$ cat src/rtl/ccff_load_ctrl.sv
// ccff_load_ctrl: loads one tile's configuration chain by serialising bitstream words LSB-first onto ccff_head.
// Define CCFF_VERIFY_EN to add a recirculating readback pass that CRC-checks the chain contents.
module ccff_load_ctrl #(
    parameter int CHAIN_LEN = 256,
    parameter int WORD_W    = 8,
    parameter int CNT_W     = 16
) (
    input  logic              prog_clk,
    input  logic              reset,
    input  logic              start,
    input  logic [WORD_W-1:0] word_data,
    input  logic              word_valid,
    output logic              word_ready,
    output logic              ccff_head,
    input  logic              ccff_tail,
    output logic              shift_en,
    output logic              busy,
    output logic              done,
    output logic              err,
    output logic [CNT_W-1:0]  bit_count
);
    localparam int WB_W = $clog2(WORD_W + 1);
    localparam logic [CNT_W-1:0] LAST_BIT  = CNT_W'(CHAIN_LEN - 1);
    localparam logic [WB_W-1:0]  LAST_WBIT = WB_W'(WORD_W - 1);
`ifdef CCFF_VERIFY_EN
    typedef enum logic [2:0] {IDLE, LOAD, SHIFT, VERIFY, DONE} state_t;
`else
    typedef enum logic [2:0] {IDLE, LOAD, SHIFT, DONE} state_t;
`endif
    state_t            state_q;
    logic              word_ready_q, shift_en_q, head_q, busy_q, done_q;
    logic [CNT_W-1:0]  bit_count_q;
    logic [WB_W-1:0]   wbit_q;
    logic [WORD_W-1:0] shreg_q;
`ifdef CCFF_VERIFY_EN
    logic [7:0]        crc_load_q, crc_tail_q, crc_load_d, crc_tail_d;
    logic [CNT_W-1:0]  v_q;
    logic              err_q;
    function automatic logic [7:0] crc8(input logic [7:0] c, input logic b);
        return {c[6:0], 1'b0} ^ ((c[7] ^ b) ? 8'h07 : 8'h00);
    endfunction
    assign crc_load_d = crc8(crc_load_q, head_q);
    assign crc_tail_d = crc8(crc_tail_q, ccff_tail);
    // During readback the tail is fed straight back so the chain ends where it started.
    assign ccff_head  = (state_q == VERIFY) ? ccff_tail : head_q;
    assign err        = err_q;
`else
    logic unused_tail;
    assign unused_tail = ccff_tail;
    assign ccff_head   = head_q;
    assign err         = 1'b0;
`endif
    assign word_ready = word_ready_q;
    assign shift_en   = shift_en_q;
    assign busy       = busy_q;
    assign done       = done_q;
    assign bit_count  = bit_count_q;

    always_ff @(posedge prog_clk) begin
        if (!reset) begin
            state_q      <= IDLE;
            word_ready_q <= 1'b0;
            shift_en_q   <= 1'b0;
            head_q       <= 1'b0;
            busy_q       <= 1'b0;
            done_q       <= 1'b0;
            bit_count_q  <= '0;
            wbit_q       <= '0;
            shreg_q      <= '0;
`ifdef CCFF_VERIFY_EN
            crc_load_q   <= '0;
            crc_tail_q   <= '0;
            v_q          <= '0;
            err_q        <= 1'b0;
`endif
        end else begin
            done_q <= 1'b0;
            case (state_q)
                IDLE: if (start) begin
                    state_q      <= LOAD;
                    word_ready_q <= 1'b1;
                    busy_q       <= 1'b1;
                    bit_count_q  <= '0;
`ifdef CCFF_VERIFY_EN
                    crc_load_q   <= '0;
                    err_q        <= 1'b0;
`endif
                end
                LOAD: if (word_valid) begin
                    state_q      <= SHIFT;
                    word_ready_q <= 1'b0;
                    shift_en_q   <= 1'b1;
                    head_q       <= word_data[0];
                    shreg_q      <= word_data >> 1;
                    wbit_q       <= '0;
                end
                SHIFT: begin
                    bit_count_q <= bit_count_q + 1'b1;
                    wbit_q      <= wbit_q + 1'b1;
`ifdef CCFF_VERIFY_EN
                    crc_load_q  <= crc_load_d;
`endif
                    // Chain exhaustion wins: leftover bits of the final word are dropped.
                    if (bit_count_q == LAST_BIT) begin
                        head_q     <= 1'b0;
`ifdef CCFF_VERIFY_EN
                        state_q    <= VERIFY;
                        v_q        <= '0;
                        crc_tail_q <= '0;
`else
                        state_q    <= DONE;
                        shift_en_q <= 1'b0;
                        done_q     <= 1'b1;
`endif
                    end else if (wbit_q == LAST_WBIT) begin
                        state_q      <= LOAD;
                        shift_en_q   <= 1'b0;
                        word_ready_q <= 1'b1;
                        head_q       <= 1'b0;
                    end else begin
                        head_q  <= shreg_q[0];
                        shreg_q <= shreg_q >> 1;
                    end
                end
`ifdef CCFF_VERIFY_EN
                VERIFY: begin
                    crc_tail_q <= crc_tail_d;
                    v_q        <= v_q + 1'b1;
                    if (v_q == LAST_BIT) begin
                        state_q    <= DONE;
                        shift_en_q <= 1'b0;
                        done_q     <= 1'b1;
                        err_q      <= crc_load_q != crc_tail_d;
                    end
                end
`endif
                DONE: begin
                    state_q <= IDLE;
                    busy_q  <= 1'b0;
                end
                default: state_q <= IDLE;
            endcase
        end
    end
endmodule
$ cat config.mk
export PLATFORM = sky130hd
export DESIGN_NAME = ccff_load_ctrl
export DESIGN_NICKNAME = d
export VERILOG_FILES = /design/src/rtl/ccff_load_ctrl.sv
export SDC_FILE = /design/constraint.sdc
export NUM_CORES = 1
export LEC_CHECK = 0
export ABC_AREA = 1
export CAP_MARGIN = 20
export CELL_PAD_IN_SITES_DETAIL_PLACEMENT = 2
export CELL_PAD_IN_SITES_GLOBAL_PLACEMENT = 2
export CORE_MARGIN = 4
export CORE_UTILIZATION = 27
export CTS_CLUSTER_DIAMETER = 60
export DETAILED_ROUTE_END_ITERATION = 10
export PLACE_DENSITY_LB_ADDON = 0.15
export REMOVE_ABC_BUFFERS = 1
export SYNTH_ARGS = -nofsm -noshare
export SYNTH_HDL_FRONTEND = slang
export SYNTH_SLANG_ARGS = --single-unit
$ cat constraint.sdc
create_clock -name prog_clk -period 1.7 [get_ports prog_clk]
set_input_delay 0.34 -clock prog_clk [delete_from_list [all_inputs] [get_ports prog_clk]]
set_output_delay 0.34 -clock prog_clk [all_outputs]
set_load 0.01 [all_outputs]
# --- Word-level counts from Yosys, hierarchy flattened ---
# Cells that the tools add are included.
op_classes:
  bitwise_logic: 0
  order_cmp: 0
  n_mul: 0
  n_eq_ne: 11
  mux: 28
  n_reduce_logical: 13
  n_addsub: 2
  shifts: 0
  div_mod_pow: 0
op_table:
  columns: ["cell", "count"]
  rows:
  - ["16-bit one-hot mux with 2 select lines", 1]
  - ["8-bit 2-to-1 mux", 3]
  - ["16-bit by 1-bit adder with 16-bit output, second input constant", 1]
  - ["16-bit by 8-bit == test with 1-bit output, second input constant", 1]
  - ["16-bit 2-to-1 mux", 1]
  - ["8-bit one-hot mux with 2 select lines", 1]
  - ["3-bit 2-to-1 mux", 4]
  - ["1-bit 2-to-1 mux", 11]
  - ["2-bit inequality test, second input constant", 5]
  - ["3-bit one-hot mux with 3 select lines", 1]
  - ["4-bit one-hot mux with 2 select lines", 1]
  - ["2-bit AND reduction", 4]
  - ["3-bit by 2-bit == test with 1-bit output, second input constant", 2]
  - ["1-bit one-hot mux with 2 select lines", 3]
  - ["3-bit AND reduction", 2]
  - ["2-bit nonzero test", 3]
  - ["5-bit AND reduction", 1]
  - ["4-bit by 1-bit adder with 4-bit output, second input constant", 1]
  - ["4-bit by 3-bit == test with 1-bit output, second input constant", 1]
  - ["4-bit 2-to-1 mux", 1]
  - ["4-bit AND reduction", 1]
  - ["3-bit by 1-bit == test with 1-bit output, second input constant", 1]
  - ["3-bit logical NOT", 1]
  - ["3-bit inequality test, second input constant", 1]
  - ["other kinds (2)", 2]
totals:
  word_cells: 63
  ramBits: 0
  latchBits: 0
  out_inout_bits: 22
  input_bits: 13
  n_memories: 0
  mem_bits_ro: 0
  register_bits: 36

# --- Depth between registers and ports, before layout ---
logic_depth:
  ltp_word: 4
  ltp_mapped: 10
  ltp_nobuf: 10

# --- Worst setup path after synthesis ---
# Ideal clock, no wire load.
synth_path:
  kind: "reg-to-reg"
  start: "register bit_count_q[0], in the netlist bit_count[0]"
  end: "register shreg_q[2]"
  path_slack_ns: 0.216
  required_time_ns: 1.587
  synth_period_minus_slack_ns: 1.484
  arrival_ns: 1.372
  n_path_buf: 1
  setup_time_ns: 0.113
  path_stages_with_launch: 10
  cell_sequence: "dfxtp_1 -> ha_1 -> nand3_1 -> nor2_4 -> nand3_4 -> nand3_4 -> buf_8 -> nand2_1 -> nand2_1 -> nor2_1"
synth_between:
  elab_chain_len: 3
synth_lines:
  columns: ["element", "line", "source"]
  rows:
  - ["from (decl)", "32", "logic [CNT_W-1:0] bit_count_q;"]
  - ["from (signal assigned)", "98", "bit_count_q <= bit_count_q + 1'b1;"]
  - ["16-bit by 8-bit == test with 1-bit output", "104", "if (bit_count_q == LAST_BIT) begin"]
  - ["2-bit inequality test (no source line)", null, null]
  - ["4-bit AND reduction (no source line)", null, null]
  - ["to (signal assigned)", "94", "shreg_q <= word_data >> 1;"]
  - ["to (signal assigned)", "122", "shreg_q <= shreg_q >> 1;"]
  - ["to (decl)", "34", "logic [WORD_W-1:0] shreg_q;"]
# Every way passes these cells.
# A chain may end at the register's enable or synchronous reset.

# --- Worst setup path in the final report ---
layout_path:
  start: "register bit_count_q[10], in the netlist bit_count[10]"
  end: "output bit_count[10]"
layout_lines:
  columns: ["element", "line", "source"]
  rows:
  - ["to (decl)", "20", "output logic [CNT_W-1:0] bit_count"]
# No word-level cell between the ends.

==> results.txt <==
The flow ran to the end, and the final reports show no timing, DRC or antenna violations. The tools report the DRC violations left as 0. At the worst endpoint, the arrival time is 1290 ps. Entering global routing, the biggest net connects 16 pins.

Walking the worst path, the cells encountered are clkdlybuf4s50_1. The clock passes through at most 2 buffers. The floorplan row count was 29; the buffer and inverter count on the worst path was 1.

Relative to the synthesized area, the layout overhead comes to 32.5%. The detailed router placed 1909 vias in this run. In this run, synthesis produced a sequential element count of 34. The average wire per cell in the routed design was 15.1 µm. Grouping stages by cell kind, the critical path spends the most delay in buffers and inverters. The logs give 2730 µm for the wire length the detailed router placed on met1 and 127 µm for the amount of wire on met3 after detailed routing. In the global route stage, overall resource usage came out at 16.2%.

Summed over all cells, the static leakage comes to 0.00101 µW. The run gives 0.659 mV as the worst-case vdd ir drop. Overall power: 3000 µW. Setup repair after global routing left no endpoint under its margin.

The number of DRC markers after the initial detailed-route iteration is 54. Clock-pin slew was measured on the worst setup and hold paths at 70 ps. In this run the mean area of a mapped cell was 6.64 µm². Registers take 686 µm². Of all nets on the critical path, the largest fanout is 6. The number of setup buffers added after CTS is 0, and the die footprint is 8000 µm². The final layout contains 333 nets. The tools report the number of antenna violations at the first check in global routing as 0.

The congestion estimate from routability-driven global placement came to 0.778. Among all stages on the critical path, the largest delay is contributed by sky130_fd_sc_hd__clkdlybuf4s50_1. The tools report the number of nets still failing antenna checks after routing as 0. Between clock sinks in the finished design, the worst skew comes to 7.85 ps.

The number of antenna diodes in the final layout is 0. Max-cap violations in this run came to 0. The core region is 6390 µm².

The tools report the effective utilization at floorplan as 28.1%. Fill cells in the final layout number 778. Counting the buffers created by CTS gives 5. The period utilization is 96.0%. The worst setup path is of the flop to output port kind.

The run gives 3060 µm as the routed length on met2. After detailed routing, the total wire length is 5970 µm. The tools report the data required time of the critical path as 1360 ps. TritonCTS built the clock tree.

CTS built an H-tree with a depth of 2. Clock latency on the worst-skew pair, taken at its later pin, is 280 ps. The cell area that synthesis handed to floorplanning was 1790 µm². The clock net in this run drives a total of 34 sinks. The logs give 80.1 ps for the pre-CTS worst setup slack and 0 for the total count of max-transition violations in the final report.

The upper clock frequency limit is 613 MHz, and the post-detailed-route via-to-cell ratio is 4.85. Footprint of the multi-input gates: 932 µm². Summed over all layers, the global routing overflow is 0. STA classifies the critical path startpoint as a flop.

The path category of the worst min-delay check was flop to flop. In this run the clock root is driven by a sky130_fd_sc_hd__clkbuf_8. Of the synthesized area, sequential elements account for 38.0%. STA classifies the critical path endpoint as an output port. Power spread over the standard cell area amounts to 1270 nW/µm².

The highest metal layer used by the detailed router was met4. The final worst slack is 67.9 ps, and the largest incremental delay on the critical path is 580 ps. Setup total negative slack on the finished layout was measured at 0 ps. In the synthesized netlist, the number of instances is 270. The tools report the final number of hold-violating endpoints as 0. Measured along the y axis, the die boundary spans 89.5 µm. Yosys synthesis warning count: 0. The tools report the number of unique standard cell types used by synthesis as 29. The run gives 9940 µm as the wire length of the first global-routing pass.

The first detailed-routing pass ran for 4 iterations. The time the final worst path needs with I/O delays and setup is 1630 ps, and the final HPWL from detailed placement is 4550 µm. Port buffering added 32 buffers.

The width of the die was 89.5 µm; the number of global-route vias before repair was 2014. In this run the count of I/O pins placed on the die edge is 35. Of the cells placed in the final design, the portion with a size suffix greater than 1 is 14.8%. Setup violations remaining at the end of the flow were counted as 0.
==> logic make-up after synthesis <==
| kind of cell | count (synthesis) | synth area share, % |
|---|---|---|
| buf+inv | 41 | 10.1 |
| other cells | 1 | 0.209 |
| compound gates | 49 | 14.1 |
| simple gates | 141 | 35.2 |
| fa+ha+maj | 2 | 1.40 |
| xor+xnor | 2 | 0.978 |
| flops | 34 | 38.0 |
==> metrics by stage <==
stage | hold WS, ps | utilization, % | cells | cell area (µm²)
6_report | 450 | 37.2 | 394 | 2370
2_1_floorplan | 444 | - | 262 | 1740
3_5_place_dp | 444 | 35.7 | 388 | 2280
3_3_place_gp | 439 | 35.7 | 388 | 2280
4_1_cts | 456 | 37.1 | 394 | 2370
5_1_grt | 489 | 37.2 | 394 | 2370
==> what timing repair did <==
action                     4_1_cts  5_1_grt
hold buffers                     0        0
gates resized for setup          3        3
setup endpoints to repair        3        4
==> cell usage in the layout (no fill, tap or decap), types with 2 or more instances in the layout <==
| cell type | count |
|---|---|
| sky130_fd_sc_hd__ha_1 | 2 |
| sky130_fd_sc_hd__nand4_1 | 6 |
| sky130_fd_sc_hd__nand2_1 | 74 |
| sky130_fd_sc_hd__nand2_2 | 6 |
| sky130_fd_sc_hd__inv_2 | 4 |
| sky130_fd_sc_hd__xor2_1 | 2 |
| sky130_fd_sc_hd__dfxtp_1 | 30 |
| sky130_fd_sc_hd__nand3_4 | 2 |
| sky130_fd_sc_hd__nor2_1 | 31 |
| sky130_fd_sc_hd__buf_4 | 17 |
| sky130_fd_sc_hd__inv_1 | 27 |
| sky130_fd_sc_hd__dfxtp_2 | 4 |
| sky130_fd_sc_hd__clkbuf_8 | 6 |
| sky130_fd_sc_hd__a21oi_1 | 24 |
| sky130_fd_sc_hd__o21ai_0 | 22 |
| sky130_fd_sc_hd__clkdlybuf4s50_1 | 31 |
| sky130_fd_sc_hd__nand3_1 | 14 |
| sky130_fd_sc_hd__nor2_2 | 5 |
==> Yosys cell counts <==
| library cell | count | share of area [%] |
|---|---|---|
| sky130_fd_sc_hd__nand2_4 | 1 | 0.63 |
| sky130_fd_sc_hd__ha_1 | 2 | 1.4 |
| sky130_fd_sc_hd__inv_1 | 27 | 5.7 |
| sky130_fd_sc_hd__nor2_2 | 4 | 1.4 |
| sky130_fd_sc_hd__a21oi_1 | 24 | 6.7 |
| sky130_fd_sc_hd__nor2_4 | 1 | 0.63 |
| sky130_fd_sc_hd__inv_4 | 1 | 0.35 |
| sky130_fd_sc_hd__nand3_1 | 14 | 3.9 |
| sky130_fd_sc_hd__o21ai_0 | 22 | 6.1 |
| sky130_fd_sc_hd__dfxtp_1 | 34 | 38 |
| sky130_fd_sc_hd__nor3_1 | 1 | 0.28 |
| sky130_fd_sc_hd__buf_1 | 1 | 0.21 |
| sky130_fd_sc_hd__buf_6 | 1 | 0.63 |
| sky130_fd_sc_hd__buf_8 | 1 | 0.84 |
| sky130_fd_sc_hd__nor2_1 | 32 | 6.7 |
| sky130_fd_sc_hd__nand2_2 | 6 | 2.1 |
| sky130_fd_sc_hd__clkinv_1 | 1 | 0.21 |
| sky130_fd_sc_hd__clkbuf_1 | 2 | 0.42 |
| sky130_fd_sc_hd__nand2_1 | 74 | 16 |
| sky130_fd_sc_hd__buf_2 | 2 | 0.56 |
| sky130_fd_sc_hd__inv_2 | 4 | 0.84 |
| sky130_fd_sc_hd__a22oi_1 | 1 | 0.42 |
| sky130_fd_sc_hd__buf_4 | 1 | 0.42 |
| sky130_fd_sc_hd__nand4_1 | 6 | 2.1 |
| sky130_fd_sc_hd__a211oi_1 | 1 | 0.42 |
| sky130_fd_sc_hd__nand3_4 | 2 | 2.0 |
| sky130_fd_sc_hd__a21boi_0 | 1 | 0.42 |
| sky130_fd_sc_hd__conb_1 | 1 | 0.21 |
| sky130_fd_sc_hd__xor2_1 | 2 | 0.98 |
==> state kept, by name, indices dropped and copies added (netlist names) <==
register and count:
state_q 2, bit_count 16, busy 1, wbit_q 4, shift_en 1, done 1, ccff_head 1, word_ready 1
shreg_q 7
==> layer usage <==
layer / vias up / track usage (%)
met2: 21 / 28.4
met4: 0 / 3.25
met3: 5 / 3.04
met1: 931 / 20.6
li1: 952 / -
met5: - / 0
==> power breakdown <==
group	switching, µW	total, µW	internal, µW
logic	849	1370	523
registers	91.1	1030	935
clock network	292	605	313
total	1230	3000	1770
==> worst paths after layout <==
path	depth (start not counted)	startpoint	slack, ps	endpoint
hold / removal	2	word_ready$_SDFFE_PN0P_	450	word_ready$_SDFFE_PN0P_
setup reg to reg	8	bit_count[1]$_SDFFE_PN0P_	150	bit_count[12]$_SDFFE_PN0P_
setup / recovery	1	bit_count[10]$_SDFFE_PN0P_	70	bit_count[10]
hold reg to reg	2	word_ready$_SDFFE_PN0P_	450	word_ready$_SDFFE_PN0P_
==> area by class of cell <==
type                    count  share of cell area [%]
flip-flops and latches     34                    28.9
repair buffers             49                    19.0
well taps                  77                    4.06
inverters                  33                    5.32
multi-input cells         195                    39.3
clock buffers               6                    3.48
Power figures use the tool's default switching activity.
